## src/rtl/lvt_pkg.sv

```systemverilog
// Shared definitions for the LVT multi-ported hash memory blocks:
// default geometry, derived widths and the common word/select types.
package lvt_pkg;

  localparam int DEF_P          = 4;
  localparam int DEF_DATA_WIDTH = 32;
  localparam int DEF_N_PE_BITS  = 2;
  localparam int DEF_RD_LAT     = 2;
  localparam int DEF_FIFO_DEPTH = 4;

  localparam int PORT_SEL_W = $clog2(DEF_P);
  localparam int CNT_W      = $clog2(DEF_FIFO_DEPTH) + 1;

  typedef logic [DEF_N_PE_BITS-1:0]  bank_sel_t;
  typedef logic [DEF_DATA_WIDTH-1:0] data_word_t;

  // Occupancy counters must hold 0..depth inclusive, hence one extra bit.
  function automatic int cnt_width(input int depth);
    return $clog2(depth) + 1;
  endfunction

endpackage

```

## src/rtl/lvt_rd_fifo.sv

```systemverilog
// Per-port return buffer: small synchronous FIFO whose head word is
// presented straight from storage flops, with an occupancy count used by
// the credit logic in the parent.
module lvt_rd_fifo
  import lvt_pkg::*;
#(
  parameter  int DATA_WIDTH = DEF_DATA_WIDTH,
  parameter  int DEPTH      = DEF_FIFO_DEPTH,
  localparam int CNT_BITS   = cnt_width(DEPTH)
) (
  input  logic                  clk,
  input  logic                  reset,
  input  logic                  push,
  input  logic [DATA_WIDTH-1:0] push_data,
  input  logic                  pop,
  output logic [DATA_WIDTH-1:0] pop_data,
  output logic [CNT_BITS-1:0]   count,
  output logic                  full,
  output logic                  empty
);

  localparam int PTR_W = $clog2(DEPTH);

  logic [DATA_WIDTH-1:0] mem [DEPTH];
  logic [PTR_W-1:0]      wr_ptr;
  logic [PTR_W-1:0]      rd_ptr;
  logic                  do_pop;

  assign do_pop   = pop & ~empty;
  assign empty    = (count == '0);
  assign full     = (count == CNT_BITS'(DEPTH));
  assign pop_data = empty ? '0 : mem[rd_ptr];

  // Storage array; contents need no reset because empty masks the head word.
  always_ff @(posedge clk) begin
    if (push) begin
      mem[wr_ptr] <= push_data;
    end
  end

  // Pointers wrap naturally at the power-of-two depth; push+pop keeps count.
  always_ff @(posedge clk) begin
    if (reset) begin
      wr_ptr <= '0;
      rd_ptr <= '0;
      count  <= '0;
    end else begin
      if (push) begin
        wr_ptr <= wr_ptr + 1'b1;
      end
      if (do_pop) begin
        rd_ptr <= rd_ptr + 1'b1;
      end
      case ({push, do_pop})
        2'b10:   count <= count + 1'b1;
        2'b01:   count <= count - 1'b1;
        default: count <= count;
      endcase
    end
  end

endmodule

```

## src/rtl/lvt_read_return.sv

```systemverilog
// Read-side return path: per port, tracks accepted reads through the bank
// read latency, picks the bank word named by the LVT and returns it in
// order through a credit-protected buffer.
module lvt_read_return
  import lvt_pkg::*;
#(
  parameter int P          = DEF_P,
  parameter int DATA_WIDTH = DEF_DATA_WIDTH,
  parameter int N_PE_BITS  = DEF_N_PE_BITS,
  parameter int RD_LAT     = DEF_RD_LAT,
  parameter int FIFO_DEPTH = DEF_FIFO_DEPTH
) (
  input  logic                         clk,
  input  logic                         reset,
  input  logic [P-1:0]                 ren,
  output logic [P-1:0]                 ren_ready,
  input  logic [P*N_PE_BITS-1:0]       lvt_sel,
  input  logic [P*P*DATA_WIDTH-1:0]    bank_rdata,
  output logic [P*DATA_WIDTH-1:0]      rd_data,
  output logic [P-1:0]                 rd_valid,
  input  logic [P-1:0]                 rd_ready,
  output logic [P-1:0]                 sel_err
);

  localparam int                CNT_BITS   = cnt_width(FIFO_DEPTH);
  localparam logic [CNT_BITS:0] CREDIT_LIM = (CNT_BITS+1)'(FIFO_DEPTH);

  for (genvar i = 0; i < P; i++) begin : g_port
    logic [RD_LAT-1:0]      pipe_vld;
    logic [N_PE_BITS-1:0]   pipe_sel [RD_LAT];
    logic [N_PE_BITS-1:0]   sel_in;
    logic [31:0]            sel_in_w;
    logic [31:0]            out_sel_w;
    logic [CNT_BITS-1:0]    inflight;
    logic [CNT_BITS-1:0]    count;
    logic [CNT_BITS:0]      credit_used;
    logic [DATA_WIDTH-1:0]  push_data;
    logic                   acc;
    logic                   push;
    logic                   full;
    logic                   empty;
    logic                   err_q;

    assign sel_in      = lvt_sel[i*N_PE_BITS +: N_PE_BITS];
    assign sel_in_w    = 32'(sel_in);
    assign out_sel_w   = 32'(pipe_sel[RD_LAT-1]);
    assign push        = pipe_vld[RD_LAT-1];
    assign credit_used = {1'b0, inflight} + {1'b0, count};
    assign ren_ready[i] = ~reset & (credit_used < CREDIT_LIM);
    assign acc         = ren[i] & ren_ready[i];
    assign rd_valid[i] = ~empty;
    assign sel_err[i]  = err_q;

    // Valid bits of the latency pipe; cleared on reset so late bank data is dropped.
    always_ff @(posedge clk) begin
      if (reset) begin
        pipe_vld <= '0;
      end else begin
        pipe_vld[0] <= acc;
        for (int s = 1; s < RD_LAT; s++) begin
          pipe_vld[s] <= pipe_vld[s-1];
        end
      end
    end

    // Bank selects travel alongside the valids; only meaningful where valid is set.
    always_ff @(posedge clk) begin
      pipe_sel[0] <= sel_in;
      for (int s = 1; s < RD_LAT; s++) begin
        pipe_sel[s] <= pipe_sel[s-1];
      end
    end

    // Pick this reader's copy of the chosen bank; an out-of-range select yields zero.
    always_comb begin
      push_data = '0;
      for (int b = 0; b < P; b++) begin
        if (out_sel_w == 32'(b)) begin
          push_data = bank_rdata[(i*P+b)*DATA_WIDTH +: DATA_WIDTH];
        end
      end
    end

    // Reads currently in the latency pipe, counted against the buffer credits.
    always_ff @(posedge clk) begin
      if (reset) begin
        inflight <= '0;
      end else begin
        inflight <= inflight + CNT_BITS'(acc) - CNT_BITS'(push);
      end
    end

    // Sticky flag for any accepted read that named a non-existent bank.
    always_ff @(posedge clk) begin
      if (reset) begin
        err_q <= 1'b0;
      end else if (acc && (sel_in_w >= 32'(P))) begin
        err_q <= 1'b1;
      end
    end

    lvt_rd_fifo #(
      .DATA_WIDTH (DATA_WIDTH),
      .DEPTH      (FIFO_DEPTH)
    ) u_fifo (
      .clk       (clk),
      .reset     (reset),
      .push      (push),
      .push_data (push_data),
      .pop       (rd_ready[i]),
      .pop_data  (rd_data[i*DATA_WIDTH +: DATA_WIDTH]),
      .count     (count),
      .full      (full),
      .empty     (empty)
    );

    a_no_overflow: assert property (@(posedge clk) disable iff (reset) !(push && full));
    a_inflight_bound: assert property (@(posedge clk) disable iff (reset)
                                       32'(inflight) <= 32'(RD_LAT));
  end

endmodule
```

## config.mk

```make
export PLATFORM = sky130hd
export DESIGN_NAME = lvt_read_return
export DESIGN_NICKNAME = d
export VERILOG_FILES = /design/src/rtl/lvt_pkg.sv /design/src/rtl/lvt_rd_fifo.sv /design/src/rtl/lvt_read_return.sv
export SDC_FILE = /design/constraint.sdc
export NUM_CORES = 1
export LEC_CHECK = 0
export CAP_MARGIN = 30
export CELL_PAD_IN_SITES_DETAIL_PLACEMENT = 1
export CELL_PAD_IN_SITES_GLOBAL_PLACEMENT = 2
export CORE_ASPECT_RATIO = 0.9
export CORE_MARGIN = 2
export CORE_UTILIZATION = 38
export DETAILED_ROUTE_END_ITERATION = 10
export PLACE_DENSITY = 0.95
export RECOVER_POWER = 100
export SYNTH_ARGS = -nofsm -noshare
export SYNTH_HDL_FRONTEND = slang
export SYNTH_SLANG_ARGS = --single-unit
```

## constraint.sdc

```tcl
create_clock -name clk -period 7.5 [get_ports clk]
set_clock_uncertainty 0.15 [all_clocks]
set_input_delay 1.5 -clock clk [delete_from_list [all_inputs] [get_ports clk]]
set_output_delay 1.5 -clock clk [all_outputs]
set_load 0.01 [all_outputs]
```

Word-level counts from Yosys, hierarchy flattened
Memory sizes are Yosys's and may differ from the RTL's. A register that Yosys moved wholly into a read port is not among the register bits.
Cells that the tools add are included.
- RAM bits: 528
- memories: 8
- output and inout bits: 140
- register bits after elaboration: 52
- reduce and logical (&&, ||, !) cells: 16
- equal/unequal tests: 20
- bitwise logic cells: 17
- magnitude comparators: 8
- multiplexer cells: 40
- add/subtract/negate cells: 28
- memories (name ; depth ; width ; read ports ; clocked after memory_dff ; wr ports ; line ; text):
    g_port[0].u_fifo.mem ; 4 ; 32 ; 1 ; 1 ; 1 ; lvt_rd_fifo.sv:24 ; logic [DATA_WIDTH-1:0] mem [DEPTH];
    g_port[1].u_fifo.mem ; 4 ; 32 ; 1 ; 1 ; 1 ; lvt_rd_fifo.sv:24 ;
    g_port[2].u_fifo.mem ; 4 ; 32 ; 1 ; 1 ; 1 ; lvt_rd_fifo.sv:24 ;
    g_port[3].u_fifo.mem ; 4 ; 32 ; 1 ; 1 ; 1 ; lvt_rd_fifo.sv:24 ;
    g_port[0].pipe_sel ; 2 ; 2 ; 2 ; 0 ; 2 ; lvt_read_return.sv:30 ; logic [N_PE_BITS-1:0] pipe_sel [RD_LAT];
    g_port[1].pipe_sel ; 2 ; 2 ; 2 ; 0 ; 2 ; lvt_read_return.sv:30 ;
    +2 memories ; - ; - ; - ; - ; - ; - ;
- operator list (cell ; number):
    two-way mux 32 bit ; 20
    logical NOT 32 bit ; 4
    == test 2 bit, second input constant ; 12
    one-hot mux 3 bit (2 select lines) ; 4
    adder 2 x 1 -> 2 bit, second input constant ; 8
    adder 3 x 3 -> 4 bit ; 4
    == test 2 x 1 -> 1 bit, second input constant ; 8
    less-than comparator 4 x 3 -> 1 bit, second input constant ; 4
    two-way mux 2 bit ; 8
    adder 3 x 1 -> 3 bit ; 4
    adder 3 x 1 -> 3 bit, second input constant ; 4
    AND 1 bit ; 12
    >= comparator 2 x 3 -> 1 bit, second input constant ; 4
    logical NOT 3 bit ; 4
    subtractor 3 x 1 -> 3 bit ; 4
    subtractor 3 x 1 -> 3 bit, second input constant ; 4
    two-way mux 1 bit ; 8
    nonzero test 2 bit ; 4
    inverter 1 bit ; 5
    logical AND 1 bit ; 4

Longest topological paths before layout
- depth in word-level cells: 6
- mapped depth: 11
- mapped depth without buffers: 11

Modules after synthesis
A second synthesis with hierarchy kept.
- cell total of the unflattened synthesis: 1282
- area total of the unflattened synthesis: 25811.0 um^2
- modules (own cells, without submodules) (module ; area an instance (um^2) ; cells each ; times used ; seq. area each (um^2)):
    lvt_rd_fifo ; 5290.1 ; 252 ; 4 ; 4023.9
    lvt_read_return ; 4650.7 ; 274 ; 1 ; 720.7

Worst setup path before layout
No wires, ideal clock.
- path type: input-to-output
- start: in reset
- end: out ren_ready[0]
- data required time: 5.850 ns
- data arrival time: 2.265 ns
- path slack: 3.585 ns
- cell stages on the path: 2
- cells stage by stage: or4_1 > a31oi_2
- cells in the longest elaborated chain, start to end: 2
- RTL lines (element ; line ; text):
    start: declaration ; lvt_read_return.sv:14 ; input logic reset,
    inverter 1 bit ; lvt_read_return.sv:49 ; assign ren_ready[i] = ~reset & (credit_used < CREDIT_LIM);
    AND 1 bit ; lvt_read_return.sv:49 ;
    end: declaration ; lvt_read_return.sv:16 ; output logic [P-1:0] ren_ready,
Every way passes these cells.

Worst setup path after layout
- start: reg g_port[1].u_fifo.count[0]
- end: out rd_data[60]
- cells in the longest elaborated chain, start to end: 2
- RTL lines (element ; line ; text):
    start: declaration ; lvt_rd_fifo.sv:17 ; output logic [CNT_BITS-1:0] count,
    start signal: assignment ; lvt_rd_fifo.sv:55 ; 2'b10: count <= count + 1'b1;
    start signal: assignment ; lvt_rd_fifo.sv:56 ; 2'b01: count <= count - 1'b1;
    start signal: assignment ; lvt_rd_fifo.sv:57 ; default: count <= count;
    logical NOT 3 bit ; lvt_rd_fifo.sv:30 ; assign empty = (count == '0);
    two-way mux 32 bit ; lvt_rd_fifo.sv:32 ; assign pop_data = empty ? '0 : mem[rd_ptr];
    end: declaration ; lvt_read_return.sv:19 ; output logic [P*DATA_WIDTH-1:0] rd_data,
Every way passes these cells.

==> Flow_metrics.wiki <==
{| class="wikitable"
! Metric !! Value
|-
| Sequential cell area in the final layout || 16,800 um^2
|-
| Leakage power total || ~12 nW
|-
| Slack of the worst reg-to-reg path || 4.18 ns
|-
| Area fraction of the dominant cell type after synthesis || 0.604
|-
| Critical Setup Path Class || reg -> out
|-
| Site Rows || 90
|-
| Crit path cell chain || nor3_1 > clkbuf_1 > nor2b_1 > dlygate4sd3_1
|-
| CP required || 5.85 ns
|-
| Number of DRC markers after the initial detailed-route iteration || 780
|-
| Share of flip-flops with an asynchronous set or reset || 0
|-
| Tot GR Track Use || 0.200
|-
| Number of antenna violations at the first check in global routing || 8
|-
| Power density of the placed cells || 262 nW/um^2
|-
| Layout Area Growth over Synthesis || 37.8%
|-
| Slew headroom || -0.561
|-
| Routability congestion estimate from global placement || 0.800
|-
| Tightest Hold Check Type || reg -> reg
|-
| Setup TNS after final layout || 0 ns
|-
| Final hold violation count || 0
|-
| Number of max-slew violations in the final report || 554
|-
| Placement-stage cell area || 33,200 um^2
|-
| Final Instance Count excl. Fillers || between 2,000 and 3,000
|-
| Buffers inserted during post-CTS setup optimization || 0
|-
| Number of synthesized flops with an enable pin || ~500
|-
| Area of the die || 69,100 um^2
|-
| Number of vias after detailed routing || 14,900
|-
| Initial Utilization || 0.382
|-
| Worst Max-Slew Pin Slew || 2.34 ns
|-
| Synthesized area per cell || roughly 20 um^2
|-
| Unrepaired setup endpoints after global routing || false
|-
| Detailed-route DRC error count || 0
|-
| Detailed placer's ending HPWL || ~49,000 um
|-
| Capturing element type of the critical path || output port
|-
| Outcome || finished, violations left
|-
| Clock network latency to the later pin of the worst-skew pair || 0.60 ns
|-
| Clock net sink count || 584
|-
| Worst ir drop on vdd || between 0.0002 and 0.00025 V
|-
| Library cell with the largest summed area after synthesis || edfxtp_1
|-
| CTS clock-pin slew for the worst setup and hold paths || approximately 0.06 ns
|-
| Library cell with the highest instance count after synthesis || edfxtp_1
|-
| Final antenna-violating net count || 0
|-
| Vias in the first global route || about 17,000
|-
| Layout cell share with drive strength beyond 1 || 0.186
|-
| Setup-violating endpoint count in the final report || 0
|-
| Instance count of the mapped netlist || 1,275
|-
| Cell count of the worst reg-to-reg path || 11
|-
| End of the worst register-to-register path || g_port[0].inflight[2]$_SDFF_PP0_
|-
| Worst-case hold path end point || g_port[3].pipe_sel[0][2]$_DFF_P_
|-
| Placement Setup Slack || between 2 and 3 ns
|-
| Width of the die || 277 um
|-
| Number of top-level pins || 670
|-
| Leading post-synthesis cells by instance count || 512 x edfxtp_1, 256 x mux4_2, 137 x nor2b_1
|-
| Data arrival, critical path || approximately 4.2 ns
|-
| Number of fill cells || 6,153
|-
| Avg Vias per Cell || 5.15
|-
| TritonCTS clock tree || done
|-
| WL per Instance || between 20 and 25 um
|-
| Clock H-tree levels || 2
|-
| Number of nets in the layout || 2,539
|-
| Total routed wirelength || between 60,000 and 70,000 um
|-
| Violations in the final reports || max-capacitance violations, max-slew violations
|-
| Cell area after technology mapping || 25,500 um^2
|-
| Leftover overflow at the end of global routing || 0
|-
| Buffer and inverter count on the worst path || 2
|-
| Wire length of the first global-routing pass || 105,000 um
|-
| Worst-case setup margin in the final layout || 1.63 ns
|-
| Total power after layout || 9.18 mW
|-
| Buffer type at the clock tree root || clkbuf_16
|-
| Most instantiated flip-flop cell in the synthesis netlist || edfxtp_1
|-
| Final non-filler cell area || between 30,000 and 40,000 um^2
|-
| Number of instances in the placed design || 2,777
|-
| Cell depth of the worst hold path || 0
|-
| Share of synthesized area occupied by flip-flops and latches || 0.660
|-
| Number of buffers on the longest clock path || 3
|-
| Crit path max-delay cell type || nor3_1
|-
| Gate family responsible for the most delay along the worst path || simple AND/OR/NAND/NOR gates
|-
| Worst hold start || g_port[3].pipe_sel[0][0]$_DFF_P_
|-
| Tcrit/Tclk final || 0.783
|-
| Number of buffers added on ports || 665
|-
| Core occupancy in the finished layout || 0.526
|-
| Final hold slack || 0.178 ns
|-
| Max_cap viols || 17
|-
| Biggest fanout along the worst timing path || 20
|-
| Distinct cells, synth || 26
|-
| Area of the core region || 66,700 um^2
|-
| Total of hold buffers inserted after clock tree synthesis || 0
|-
| Number of gates given a new drive strength after cts || 0
|-
| Largest net degree at the start of global routing || 36
|-
| Largest stage delay on the critical path || 1.50 ns
|-
| Footprint of the multi-input gates || 8070 um^2
|-
| Peak Freq || around 0.17 GHz
|-
| Ranking of synthesized cells by area || edfxtp_1 60%, mux4_2 23%, dfxtp_1 5.7%, nor2b_1 3.4%, ha_1 1.8%
|-
| Launching element type of the critical path || flip-flop
|-
| Vertical die dimension || between 200 and 250 um
|-
| Time the worst path needs with I/O delays and setup || 5.87 ns
|-
| Warnings from Yosys || 0
|-
| CTS Buf Count || 60
|-
| Detailed-router iteration count before antenna repair || 5
|-
| FF+latch count, synth || 584
|-
| Worst R2R Start || g_port[0].u_fifo.count[2]$_SDFFE_PP0P_
|}
## area by class of cell
type                            count  share of cell area
Clock inverter                     22             0.00766
Multi-Input combinational cell    576               0.230
Inverter                           41             0.00438
Sequential cell                   584               0.479
Tap cell                          874              0.0312
Clock buffer                       90              0.0503
Timing Repair Buffer              702               0.197
Antenna cell                        6            0.000428
## report_power, final
| part | internal, mW | switching (mW) | total [mW] |
|---|---|---|---|
| registers | 3.73 | 0.0938 | 3.82 |
| logic | 1.22 | 1.09 | 2.31 |
| clock network | 1.83 | 1.23 | 3.05 |
## worst max-delay path by stage
stage | start | to | slack [ns] | cells past startpoint
finish | g_port[1].u_fifo.count[0]$_SDFFE_PP0P_ | rd_data[60] | 1.63 | 4
global route | g_port[1].u_fifo.count[0]$_SDFFE_PP0P_ | rd_data[60] | 1.34 | 4
CTS | reset | ren_ready[1] | 2.51 | 4
detailed placement | reset | ren_ready[2] | 2.52 | 4
global placement | reset | ren_ready[1] | 2.55 | 4
floorplan | reset | ren_ready[0] | 3.59 | 2
## cell usage in the layout (no fill, tap or decap), drive strengths merged
cell           instances
bufinv                 6
buf                   16
and2                  20
nor2                  35
nor3                   4
nand2                  8
a31oi                  4
mux2i                  4
conb                   4
ha                    36
or4                    4
xor2                  15
clkbuf               112
nor2b                137
clkinv                11
or3                    8
o21ai                  8
dlygate4sd3          269
a21oi                 12
edfxtp               512
clkinvlp               5
clkdlybuf4s50        395
dfxtp                 72
mux4                 256
o31ai                  4
inv                   41
diode                  6
xnor2                  9
fa                     8
## routing by layer
| layer | vias up | global-route usage | routed length [um] |
|---|---|---|---|
| li1 | 6535 | - | - |
| met1 | 7723 | 0.231 | 25500 |
| met2 | 513 | 0.368 | 37900 |
| met3 | 123 | 0.0446 | 4000 |
| met4 | 4 | 0.0657 | 1950 |
| met5 | - | 0 | 27 |
## flip-flops by register name, indices dropped and copies added (netlist names), named ones only
signal and count:
g_port.u_fifo.mem 512, g_port.pipe_sel 16, g_port.inflight 12, g_port.u_fifo.count 12
g_port.pipe_vld 8, g_port.u_fifo.rd_ptr 8, g_port.u_fifo.wr_ptr 8
## logic make-up (layout without fill, tap and decap cells)
group                      count (synthesis)  after routing  synth area share
DFF                                      584            584             0.660
muxes                                    260            260             0.228
and+or+nand+nor                          216            216            0.0496
buffers and inverters                    118            855            0.0225
adders and majority gates                 44             44            0.0240
AOI/OAI and AO/OA                         28             28           0.00708
xor gates and xnor gates                  24             24           0.00826
other                                      1             10          0.000147
No activity file was read; power rests on OpenSTA's default activity.
==> patch 1, RTL diff (config.mk and constraints unchanged) <==
`DEF_FIFO_DEPTH`: 4 -> 8.
--- a/src/rtl/lvt_pkg.sv
+++ b/src/rtl/lvt_pkg.sv
@@ -8,3 +8,3 @@
   localparam int DEF_RD_LAT     = 2;
-  localparam int DEF_FIFO_DEPTH = 4;
+  localparam int DEF_FIFO_DEPTH = 8;
 
Behaviour: no difference found for any inputs over 4 cycles, from zero or initial values and one cycle with reset high; that may be too few to reach the edited logic, so the function may still have changed.
==> patch 1 against the unedited design <==
  * The flow still finishes with violations (capacitance limit, slew limit)
  * Area after synthesis is 82% higher
  * Cell area rose by 66%
  * Sequential cell count grew 532
  * Non-clock buffer count increased by 29
  * Worst hold slack hardly changed
  * Setup slack lost 0.039 ns
  * Routed wire length increased by 64%
  * Total power is 77% higher
  * Register-to-register slack got worse by 1.5 ns
  * Sequential power up 92%
  * Count of clock-buffer cells in the layout increased by 61
  * Via count grew 63%
  * Largest cell class unchanged
  * Fmax decreased by 0.65%
==> patch 1: results (changes against the unedited design) <==
- Post-synth EDFFs: 1,024 (was 512)
- Met1 WL: 45.52 mm (was 25.49 mm)
- DR iter-0 viols: 1,397 (was 780)
- CP max stage delay: 1.24 ns (was 1.50 ns)
- Met3 usage: 3.297% (was 4.456%)
- Status: complete, but fails checks (unchanged)
- Largest net degree at the start of global routing: 65 (was 36)
- Filler cells: 11.20k (was 6,153)
- Pre-CTS WS: 2.529 ns (was 2.520 ns)
- Global-route wire length before repair: 170.8 mm (was 105.3 mm)
- Worst slew pin tran: 2.713 ns (was 2.341 ns)
- Met2 routed WL: 60.21 mm (was 37.85 mm)
- P_leak: 0.01848 µW (was 0.01178 µW)
- WL/cell: 24.51 µm (was 23.94 µm)
- Total CTS buffers: 113 (was 60)
- Slowest CP cell: dfxtp_2 (was nor3_1)
- Routed via count: 24.26k (was 14.90k)
- Mux contribution to synthesized area: 21.65% (was 22.80%)
- Cell variety after synth: 33 (was 26)
- Max-slew violation count: 1,117 (was 554)
- Synth cell count leaders: edfxtp_1 (1,024), mux4_2 (384), nor2_1 (209), mux2i_1 (136), dfxtp_1 (92) (was edfxtp_1 (512), mux4_2 (256), nor2b_1 (137), dfxtp_1 (72), inv_1 (41))
- Max reg flops: 1,024 (was 512)
- Syn Inst Count: 2,224 (was 1,275)
- Placed cell areas: 54,740 µm² (was 33,160 µm²)
- Critical path fanouts, max: 38 (was 20)
- Compound-Gate Fraction of Synth Area: 0.5305% (was 0.7076%)
- Violated checks: capacitance limit, slew limit (unchanged)
- Met3 WL: 5.094 mm (was 3.995 mm)
- Share of cells above drive strength 1: 20.44% (was 18.61%)
- Synth Area in Adders: 1.646% (was 2.398%)
- GRT Util Overall: 18.26% (was 20.02%)
- Clk_lat worst skew: 0.71 ns (was 0.60 ns)
- Largest cells by area after synthesis: edfxtp_1 (67%), mux4_2 (19%), dfxtp_1 (4.0%) (was edfxtp_1 (60%), mux4_2 (23%), dfxtp_1 (5.7%))
- Final GP Congestion: 0.6921 (was 0.8004)
- H-Tree Level Count: 3 (was 2)
- Synth Area in XOR/XNOR: 0.7091% (was 0.8255%)
- Initial DRT Pass Iterations: 4 (was 5)
- Met2 Usage GRT: 32.86% (was 36.80%)
- Met1 Usage GRT: 22.28% (was 23.09%)
- Dpl hpwl: 72.04 mm (was 48.56 mm)
- Top routing layer in use: met4 (was met5)
- Biggest register: g_port.u_fifo.mem (unchanged)
- Fin cells: 4,643 (was 2,895)
- Final net count: 3,531 (was 2,539)
- MaxCap Viol Count: 35 (was 17)
- Vias in the first global route: 27.58k (was 17.04k)
- # placed instances: 4,428 (was 2,777)
- Initial antenna violation count: 4 (was 8)
- Worst VDD drop: 0.0001992 V (was 0.0002182 V)
- Top delay family on crit path: buffers and inverters (was simple AND/OR/NAND/NOR gates)
- Endpoint arrival time on the critical path: 4.26 ns (was 4.22 ns)
- Seq/Total Area, Yosys: 70.50% (was 66.04%)
[patch 1: kinds of logic (layout without fill, tap and decap cells)]
kind of cell,Yosys count,count (layout)
adder cells (fa/ha/maj),56,56
XOR/XNOR,34,34
AND/OR/NAND/NOR,284,284
other,1,10
flip-flops,1116,1116
multiplexers,520,520
AO/OA/AOI/OAI,42,42
buffers and inverters,171,982
[patch 1: cell type report]
class                           instances  area (µm²)  share of cell area [%]
Clock buffer                          151        3114                   5.352
Antenna cell                            6       15.01                 0.02580
Timing Repair Buffer                  731        7002                   12.03
Clock inverter                         57       550.5                  0.9461
Inverter                               43       161.4                  0.2774
Tap cell                             1599        2001                   3.438
Multi-Input combinational cell        940       12730                   21.88
Sequential cell                      1116       32610                   56.05
[patch 1: final timing paths]
| kind | cells after the start | slack, ns | start | endpoint |
|---|---|---|---|---|
| hold / removal | 0 | 0.18 | g_port[0].pipe_sel[0][0]$_DFF_P_ | g_port[0].pipe_sel[0][2]$_DFF_P_ |
| setup reg to reg | 10 | 2.72 | g_port[2].u_fifo.count[0]$_SDFFE_PP0P_ | g_port[2].u_fifo.count[3]$_SDFFE_PP0P_ |
| setup / recovery | 5 | 1.59 | flop | rd_data[123] |
| hold reg to reg | 0 | 0.18 | g_port[0].pipe_sel[0][0]$_DFF_P_ | g_port[0].pipe_sel[0][2]$_DFF_P_ |
[patch 1: worst register-to-register path: cells and delay by family (launching register included)]
family	cells	cell delay, ns
AOI/OAI and AO/OA	3	0.44
adders and majority gates	2	0.64
buffers and inverters	2	1.94
DFF	1	0.38
and+or+nand+nor	3	1.14
[patch 1: where the power goes]
part           internal, µW  total, µW  switching (µW)
registers              7030       7340             309
logic                  1800       3350            1550
clock network          3170       5560            2400
==> patch 2, RTL diff (same settings) <==
Made on the original files. Reset style: asynchronous (`reset`), changed in 4 clocked blocks.
--- a/src/rtl/lvt_rd_fifo.sv
+++ b/src/rtl/lvt_rd_fifo.sv
@@ -41,3 +41,3 @@
   // Pointers wrap naturally at the power-of-two depth; push+pop keeps count.
-  always_ff @(posedge clk) begin
+  always_ff @(posedge clk or posedge reset) begin
     if (reset) begin
--- a/src/rtl/lvt_read_return.sv
+++ b/src/rtl/lvt_read_return.sv
@@ -54,3 +54,3 @@
     // Valid bits of the latency pipe; cleared on reset so late bank data is dropped.
-    always_ff @(posedge clk) begin
+    always_ff @(posedge clk or posedge reset) begin
       if (reset) begin
@@ -84,3 +84,3 @@
     // Reads currently in the latency pipe, counted against the buffer credits.
-    always_ff @(posedge clk) begin
+    always_ff @(posedge clk or posedge reset) begin
       if (reset) begin
@@ -93,3 +93,3 @@
     // Sticky flag for any accepted read that named a non-existent bank.
-    always_ff @(posedge clk) begin
+    always_ff @(posedge clk or posedge reset) begin
       if (reset) begin
Behaviour: differs if reset is asserted again (counterexample within 4 cycles, from zero or initial values and one cycle with reset high); with reset held inactive, the same outputs for 4 cycles.
==> patch 2 against the unedited design <==
  * The run still ends with capacitance limit, slew limit left
  * Area after synthesis increased by 0.32%
  * Cell count decreased by 2.5%
  * Sequential cell count decreased by 8
  * Utilization decreased by 0.41 points
  * Die area increased by 0.32%
  * Worst hold slack improved by 0.0022 ns
  * Non-clock buffer count decreased by 3
  * Critical endpoint is now ren_ready[3]
  * Setup slack improved by 0.38 ns
  * Cell area decreased by 0.61%
  * Total power increased by 20%
  * First-iteration DRC count increased by 3.5%
  * Routed wire length decreased by 0.47%
  * Largest power group unchanged
  * Global-route usage decreased by 0.13 points
==> patch 2: results (changes against the unedited design) <==
- Hold Crit Endpoint: g_port[1].pipe_sel[0][2]$_DFF_P_ (was g_port[3].pipe_sel[0][2]$_DFF_P_)
- Biggest regs: g_port.u_fifo.mem x512, g_port.pipe_sel x16 (unchanged)
- WL/cell: 24.43 µm (was 23.94 µm)
- Max Clk Rate: 182.1 MHz (was 170.3 MHz)
- Worst min path class: flop to flop (unchanged)
- Max-slew violation count: 633 (was 554)
- Total CTS buffers: 58 (was 60)
- Synth cell count leaders: edfxtp_1 (512), mux4_2 (240), and2_1 (152), dfrtp_1 (48), inv_1 (37) (was edfxtp_1 (512), mux4_2 (256), nor2b_1 (137), dfxtp_1 (72), inv_1 (41))
- GRT Util Overall: 19.90% (was 20.02%)
- DR iter-0 viols: 807 (was 780)
- Slew margin rel.: -60.63% (was -56.05%)
- P_leak: 0.01185 µW (was 0.01178 µW)
- Critical path fanouts, max: 5 (was 20)
- Post-CTS resize count: 0 (unchanged)
- Initial DRT Pass Iterations: 5 (unchanged)
- Post-synth EDFFs: 512 (unchanged)
- Setup crit end: ren_ready[3] (was rd_data[60])
- Global-route wire length before repair: 104.1 mm (was 105.3 mm)
- Largest cells by area after synthesis: edfxtp_1 (60%), mux4_2 (21%), dfrtp_1 (4.7%) (was edfxtp_1 (60%), mux4_2 (23%), dfxtp_1 (5.7%))
- Reg2reg setup slack: 4.36 ns (was 4.18 ns)
- Synth async-reset ratio: 8.333% (was 0%)
- Status: complete, but fails checks (unchanged)
- Violated checks: capacitance limit, slew limit (unchanged)
- Top delay family on crit path: buffers and inverters (was simple AND/OR/NAND/NOR gates)
- HP Start: g_port[1].pipe_sel[0][0]$_DFF_P_ (was g_port[3].pipe_sel[0][0]$_DFF_P_)
- Largest net degree at the start of global routing: 37 (was 36)
- Placed cell areas: 33,060 µm² (was 33,160 µm²)
- Vias in the first global route: 16.75k (was 17.04k)
- Dpl hpwl: 50.27 mm (was 48.56 mm)
- H-Tree Level Count: 2 (unchanged)
- CP max stage delay: 0.75 ns (was 1.50 ns)
- FF-to-FF End: g_port[3].inflight[2]$_DFF_PP0_ (was g_port[0].inflight[2]$_SDFF_PP0_)
- Seq/Total Area, Yosys: 66.14% (was 66.04%)
- Hold slack: 0.1805 ns (was 0.1782 ns)
- Worst VDD drop: 0.0001864 V (was 0.0002182 V)
- Final GP Congestion: 0.8823 (was 0.8004)
- Final net count: 2,470 (was 2,539)
- Cell variety after synth: 27 (was 26)
- MaxCap Viol Count: 19 (was 17)
- Critical Path Start: reset (was g_port[1].u_fifo.count[0]$_SDFFE_PP0P_)
- Slowest CP cell: dlygate4sd3_1 (was nor3_1)
- Worst r2r path cells: 10 (was 11)
- Share of cells above drive strength 1: 18.40% (was 18.61%)
- Ys flop type: edfxtp_1 (unchanged)
- Routed via count: 14.61k (was 14.90k)
- Hold path cells: 0 (unchanged)
- Initial antenna violation count: 4 (was 8)
- CP Capture Type: output pin (unchanged)
- FF-to-FF Start: g_port[3].u_fifo.count[2]$_DFFE_PP0P_ (was g_port[0].u_fifo.count[2]$_SDFFE_PP0P_)
## patch 2: cell families after synthesis
group	Yosys count	share of synthesized area [%]
DFF	576	66.14
muxes	260	22.96
other	1	0.01468
AOI/OAI and AO/OA	8	0.2743
buffers and inverters	117	2.929
xor gates and xnor gates	32	1.097
adders and majority gates	44	2.390
and+or+nand+nor	176	4.193
## patch 2: per-layer routing
layer	global-route usage (%)	wire, µm
met5	0	13
met4	7.966	2771
met3	4.185	4146
met2	36.00	36780
met1	22.99	25290
## patch 2: power by group
group,internal (µW),leakage [µW],switching (µW)
combinational,2100,0.00556,1730
clock,1720,0.000958,1220
sequential,3900,0.00532,300
## patch 2: worst register-to-register path, stage by stage, from the launching register on
cell and delay, ns:
dfrtp_1 0.42, ha_1 0.31, or4_1 0.47, a31oi_1 0.26
nand2_1 0.11, ha_1 0.30, inv_1 0.04, ha_1 0.19
fa_1 0.41, xor2_1 0.23, xnor2_1 0.17
## patch 2: final cells by class
cell class,instances,area [µm²]
Sequential cell,576,16910
Antenna cell,4,10.01
Clock buffer,75,1607
Timing Repair Buffer,699,6878
Tap cell,874,1094
Inverter,37,138.9
Clock inverter,35,362.8
Multi-Input combinational cell,524,7888
Fill cell,6130,31890
## patch 2: through the flow
step,worst slack [ns],utilization [%],cells
finish,2.010,52.24,2824
global route,1.949,52.24,2823
CTS,2.093,52.45,2820
detailed placement,2.104,49.50,2710
global placement,2.105,49.30,2704
floorplan,3.585,-,1217
